--- src/rtl/gcd_unit_if.sv ---
// gcd_unit_if: operand/result handshake bundle for gcd_unit.
// master = operand producer / result consumer, slave = the GCD unit itself.
interface gcd_unit_if #(
  parameter int WIDTH = 16
);
  logic             in_valid;
  logic             in_ready;
  logic [WIDTH-1:0] a_in;
  logic [WIDTH-1:0] b_in;
  logic             out_valid;
  logic             out_ready;
  logic [WIDTH-1:0] gcd_out;
  logic             busy;

  modport master (
    output in_valid, a_in, b_in, out_ready,
    input  in_ready, out_valid, gcd_out, busy
  );

  modport slave (
    input  in_valid, a_in, b_in, out_ready,
    output in_ready, out_valid, gcd_out, busy
  );
endinterface

--- src/rtl/gcd_unit.sv ---
// gcd_unit: subtractive-Euclid GCD engine with a valid/ready operand port
// and a valid/ready result port. One subtraction per clock in CALC.
// Optional feature: define GCD_ITER_COUNT_EN to add the iter_count output,
// a saturating count of subtraction steps of the current/last operation.
module gcd_unit #(
  parameter int WIDTH = 16
) (
  input  logic             clk,
  input  logic             rst_n,
  gcd_unit_if.slave        bus
`ifdef GCD_ITER_COUNT_EN
  ,
  output logic [WIDTH-1:0] iter_count
`endif
);

  typedef enum logic [1:0] {
    ST_IDLE = 2'd0,
    ST_CALC = 2'd1,
    ST_DONE = 2'd2
  } state_t;

  state_t           state_q, state_d;
  logic [WIDTH-1:0] a_q, a_d;
  logic [WIDTH-1:0] b_q, b_d;
  logic [WIDTH-1:0] gcd_q, gcd_d;
  logic             in_ready_q, in_ready_d;
  logic             busy_q, busy_d;
  logic             out_valid_q, out_valid_d;

`ifdef GCD_ITER_COUNT_EN
  logic [WIDTH-1:0] cnt_q, cnt_d;
`endif

  // Next-state, datapath and registered-output decode for the GCD FSM.
  always_comb begin
    state_d = state_q;
    a_d     = a_q;
    b_d     = b_q;
    gcd_d   = gcd_q;
`ifdef GCD_ITER_COUNT_EN
    cnt_d   = cnt_q;
`endif
    case (state_q)
      ST_IDLE: begin
        if (bus.in_valid) begin
          a_d     = bus.a_in;
          b_d     = bus.b_in;
          state_d = ST_CALC;
`ifdef GCD_ITER_COUNT_EN
          cnt_d   = '0;
`endif
        end
      end
      ST_CALC: begin
        // Zero and equality tests come first so the subtraction below is
        // always larger-minus-smaller and never wraps.
        if (a_q == '0) begin
          gcd_d   = b_q;
          state_d = ST_DONE;
        end else if (b_q == '0) begin
          gcd_d   = a_q;
          state_d = ST_DONE;
        end else if (a_q == b_q) begin
          gcd_d   = a_q;
          state_d = ST_DONE;
        end else begin
          if (a_q > b_q) begin
            a_d = a_q - b_q;
          end else begin
            b_d = b_q - a_q;
          end
`ifdef GCD_ITER_COUNT_EN
          if (cnt_q != '1) begin
            cnt_d = cnt_q + WIDTH'(1);
          end
`endif
        end
      end
      ST_DONE: begin
        if (bus.out_ready) begin
          state_d = ST_IDLE;
        end
      end
      default: begin
        state_d = ST_IDLE;
      end
    endcase

    in_ready_d  = (state_d == ST_IDLE);
    busy_d      = (state_d == ST_CALC);
    out_valid_d = (state_d == ST_DONE);
  end

  // State, operand, result and status-output registers; async active-low reset.
  always_ff @(posedge clk or negedge rst_n) begin
    if (!rst_n) begin
      state_q     <= ST_IDLE;
      a_q         <= '0;
      b_q         <= '0;
      gcd_q       <= '0;
      in_ready_q  <= 1'b1;
      busy_q      <= 1'b0;
      out_valid_q <= 1'b0;
`ifdef GCD_ITER_COUNT_EN
      cnt_q       <= '0;
`endif
    end else begin
      state_q     <= state_d;
      a_q         <= a_d;
      b_q         <= b_d;
      gcd_q       <= gcd_d;
      in_ready_q  <= in_ready_d;
      busy_q      <= busy_d;
      out_valid_q <= out_valid_d;
`ifdef GCD_ITER_COUNT_EN
      cnt_q       <= cnt_d;
`endif
    end
  end

  assign bus.in_ready  = in_ready_q;
  assign bus.busy      = busy_q;
  assign bus.out_valid = out_valid_q;
  assign bus.gcd_out   = gcd_q;

`ifdef GCD_ITER_COUNT_EN
  assign iter_count = cnt_q;
`endif

endmodule

--- src/flat_wrapper.sv ---
// flat-port wrapper written by rule: the top's interface ports become plain ports
module gcd_unit_flat 
#(
  parameter int WIDTH = 16
)
  (clk, rst_n, bus_in_valid, bus_a_in, bus_b_in, bus_out_ready, bus_in_ready, bus_out_valid, bus_gcd_out, bus_busy);
  gcd_unit_if #(.WIDTH(WIDTH)) bus_i ();
  input  logic clk;
  input  logic rst_n;
  input wire logic [$bits(bus_i.in_valid)-1:0] bus_in_valid;
  input wire logic [$bits(bus_i.a_in)-1:0] bus_a_in;
  input wire logic [$bits(bus_i.b_in)-1:0] bus_b_in;
  input wire logic [$bits(bus_i.out_ready)-1:0] bus_out_ready;
  output wire logic [$bits(bus_i.in_ready)-1:0] bus_in_ready;
  output wire logic [$bits(bus_i.out_valid)-1:0] bus_out_valid;
  output wire logic [$bits(bus_i.gcd_out)-1:0] bus_gcd_out;
  output wire logic [$bits(bus_i.busy)-1:0] bus_busy;
  assign bus_i.in_valid = bus_in_valid;
  assign bus_i.a_in = bus_a_in;
  assign bus_i.b_in = bus_b_in;
  assign bus_i.out_ready = bus_out_ready;
  assign bus_in_ready = bus_i.in_ready;
  assign bus_out_valid = bus_i.out_valid;
  assign bus_gcd_out = bus_i.gcd_out;
  assign bus_busy = bus_i.busy;
  gcd_unit #(.WIDTH(WIDTH)) u_core (.clk(clk), .rst_n(rst_n), .bus(bus_i));
endmodule
--- config.mk ---
export PLATFORM = sky130hd
export DESIGN_NAME = gcd_unit_flat
export DESIGN_NICKNAME = d
export VERILOG_FILES = /design/src/rtl/gcd_unit_if.sv /design/src/rtl/gcd_unit.sv /design/src/flat_wrapper.sv
export SDC_FILE = /design/constraint.sdc
export NUM_CORES = 1
export LEC_CHECK = 0
export CORE_MARGIN = 10
export CORE_UTILIZATION = 46
export DETAILED_ROUTE_END_ITERATION = 7
export GPL_TIMING_DRIVEN = 0
export PLACE_DENSITY = 0.68
export SLEW_MARGIN = 20
export SYNTH_ARGS = -nofsm -noshare
export SYNTH_HDL_FRONTEND = slang
export SYNTH_SLANG_ARGS = --single-unit
--- constraint.sdc ---
create_clock -name clk -period 7.5 [get_ports clk]
set_input_delay 1.5 -clock clk [delete_from_list [all_inputs] [get_ports clk]]
set_output_delay 1.5 -clock clk [all_outputs]
set_load 0.005 [all_outputs]
==> results.yml <==
global_route:
  antenna_found_initial: 0
  gr-total-overflow: 0
  grt_max_degree: 54
  grtUsageTotal_pct: 19.6
  first_global_vias: 3872
  grt_pass1_wl_mm: 21.0
worst_setup_path:
  cp.required_ns: 7.70
  crit_arrival_ns: 3.31
  cp.buffers_inverters: 2
  rr_worst_depth: 10
  slowest_delay_ns: 0.43
  crit_fanout: 10
  crit_type: "register to register"
  startpoint_type: "register"
  critPathCaptureType: "register"
  r2r_start: "u_core.a_q[0]"
  critPathTopFamily: "compound AO/OA/AOI/OAI gates"
  reg2reg_to: "u_core.a_q[12]"
  cp_slowest_cell: "dfrtp_1"
  crit_chain: "inv_1 -> ha_1 -> fa_1 -> nand2b_1 -> a21oi_1 -> o211ai_1 -> a22oi_2 -> o21ai_4 -> buf_6 -> mux2_4"
  crit_start: "u_core.a_q[0]"
  reg2reg_slack_ns: 4.39
finish:
  fin_cells: 656
  drive_gt1_share_pct: 11.1
  multiInputGateArea_um2: 2610
  areaGrowthSynthToFinish_pct: 18.1
  fillers: 843
  layout.nets: 616
  regArea_um2: 1330
  diodes: 0
timing:
  fmax_ghz: 0.322
  final_max_slew_viol_count: 0
  setup_tns_ns: 0
  worst_clock_skew_ns: 0.00870
  setup_viol_count_final: 0
  hold_viol: 0
  tightestPinTransition_ns: 0.685
  finalCritPeriodShare_pct: 41.4
  maxSlewHeadroom_pct: 54.3
  rsz0062_at_grt: "false"
  period_needed_ns: 3.11
worst_hold_path:
  hold_depth: 2
  hold_class: "register to register"
  holdPathEnd: "u_core.bus.gcd_out[13]"
  hp-start: "u_core.bus.gcd_out[13]"
detailed_routing:
  wl_per_cell_um: 20.0
  drtIter0Drc: 311
  final_antenna_net_count: 0
  vias: 3956
  avgViaCountPerCell: 6.03
  route.final.wire_length_mm: 13.1
  drcViolationCount: 0
  drt-pass1-iter-count: 5
yosys:
  syn_area_um2: 4230
  synthArstFlopShare_pct: 100
  yosys_register_bits: 53
  synth.area.top_cells: "dfrtp_1 (31%), a21oi_1 (9.2%), ha_1 (9.2%)"
  synth.most_common_cell: "a21oi_1"
  synth_cell_types: 69
  netlist.area_leader.share_pct: 30.7
  syn_inst: 486
  yosys_warnings: 0
  ys_seq_area_share_pct: 31.4
  syn_area_per_cell_um2: 8.71
  synth-edff-count: 0
  syn_nets: 555
  synthTopCellsByCount: "a21oi_1 (78), dfrtp_1 (52), nor2_1 (45)"
  synth_top_area_cell: "dfrtp_1"
  ys.flop_type: "dfrtp_1"
clock_network:
  clockBufferDepth: 2
  cts.sinks: 53
  htree_levels: 2
  post_cts_buffers: 0
  cts_resized: 0
  clkTransAtPathRegs_ns: 0.11
  cts-hold-fix-buffers: 0
  cts_tree: "built"
  root_buffer: "clkbuf_8"
  clk_latency_ns: 0.31
  numCtsBuffers: 5
die:
  io_pins: 55
  dieHeight_um: 116
  coreArea_um2: 8850
  die_w_um: 116
  start_util_pct: 47.9
  dieArea_um2: 13400
  fp-row-count: 34
flow_run:
  drv_cap: 0
placed_design:
  placedCellCount: 648
  portBuffers: 54
  hpwl_mm: 10.1
  gp_congestion: 0.963
outcome:
  status: "finished, final reports clean"
-- placed cells by master, fill, tap and decap left out, drive strengths merged, types with 9 or more instances in the layout --
master / count
o21ai: 29
nand2: 42
dfrtp: 52
mux2i: 15
ha: 31
clkbuf: 19
xor2: 10
a21oi: 78
buf: 12
inv: 34
a21o: 9
nor2: 45
clkdlybuf4s50: 53
mux2: 20
nor4: 9
-- per-stage QoR --
stage          instance area, um2  hold slack, ns  worst slack (ns)  utilization, %
2_1_floorplan                4230           0.479              4.95               -
3_3_place_gp                 4910           0.509              3.31            55.5
3_5_place_dp                 4910           0.518              4.29            55.5
4_1_cts                      5000           0.543              4.42            56.5
5_1_grt                      5000           0.566              4.25            56.5
6_report                     5000           0.535              4.39            56.5
-- worst max path at each step --
stage | end | slack [ns] | cells after the start
after floorplan | u_core.b_q[10] | 4.95 | 10
after global placement | u_core.a_q[11] | 3.31 | 1
after detailed placement | u_core.b_q[9] | 4.29 | 5
after CTS | u_core.a_q[10] | 4.42 | 10
after global routing | u_core.a_q[9] | 4.25 | 10
final | u_core.a_q[12] | 4.39 | 10
-- per-layer routing --
metal	vias to the layer above	share of wire [%]	track usage [%]
met1	1924	46	27.6
li1	1856	-	-
met2	162	45	31.2
met4	0	1.2	3.92
met5	-	0	0
met3	14	7.9	3.10
-- registers in the layout (all words and copies together) (netlist names) --
signal and flops:
u_core.bus.in_ready 1, u_core.bus.gcd_out 16, u_core.a_q 16, u_core.b_q 16, u_core.bus.out_valid 1, u_core.state_q 2, u_core.bus.busy 1
-- cell type report --
class | instances | share of cell area (%)
clock buffers | 5 | 1.38
repair buffers | 54 | 10.8
flip-flops and latches | 53 | 26.5
inverters | 33 | 2.48
clock inverters | 3 | 0.500
well taps | 108 | 2.70
multi-input cells | 375 | 52.3
plain buffers | 25 | 3.38
-- tightest hold or removal path, stage by stage, from the launching register on --
cell	delay (ns)
dfrtp_1	0.35
nor2_1	0.05
a21oi_1	0.10
-- kinds of logic (layout without fill, tap and decap cells) --
kind of cell / Yosys count / count (layout) / synth area share (%)
AOI/OAI and AO/OA: 156 / 156 / 23.5
xor gates and xnor gates: 11 / 11 / 2.28
adders and majority gates: 33 / 33 / 10.1
buffers and inverters: 58 / 120 / 6.91
DFF: 53 / 53 / 31.4
muxes: 35 / 35 / 9.66
and+or+nand+nor: 140 / 140 / 16.2
Power is left out: the tool's default activity adds up to more than one toggle a clock period on the data nets, which glitch-free logic cannot reach.
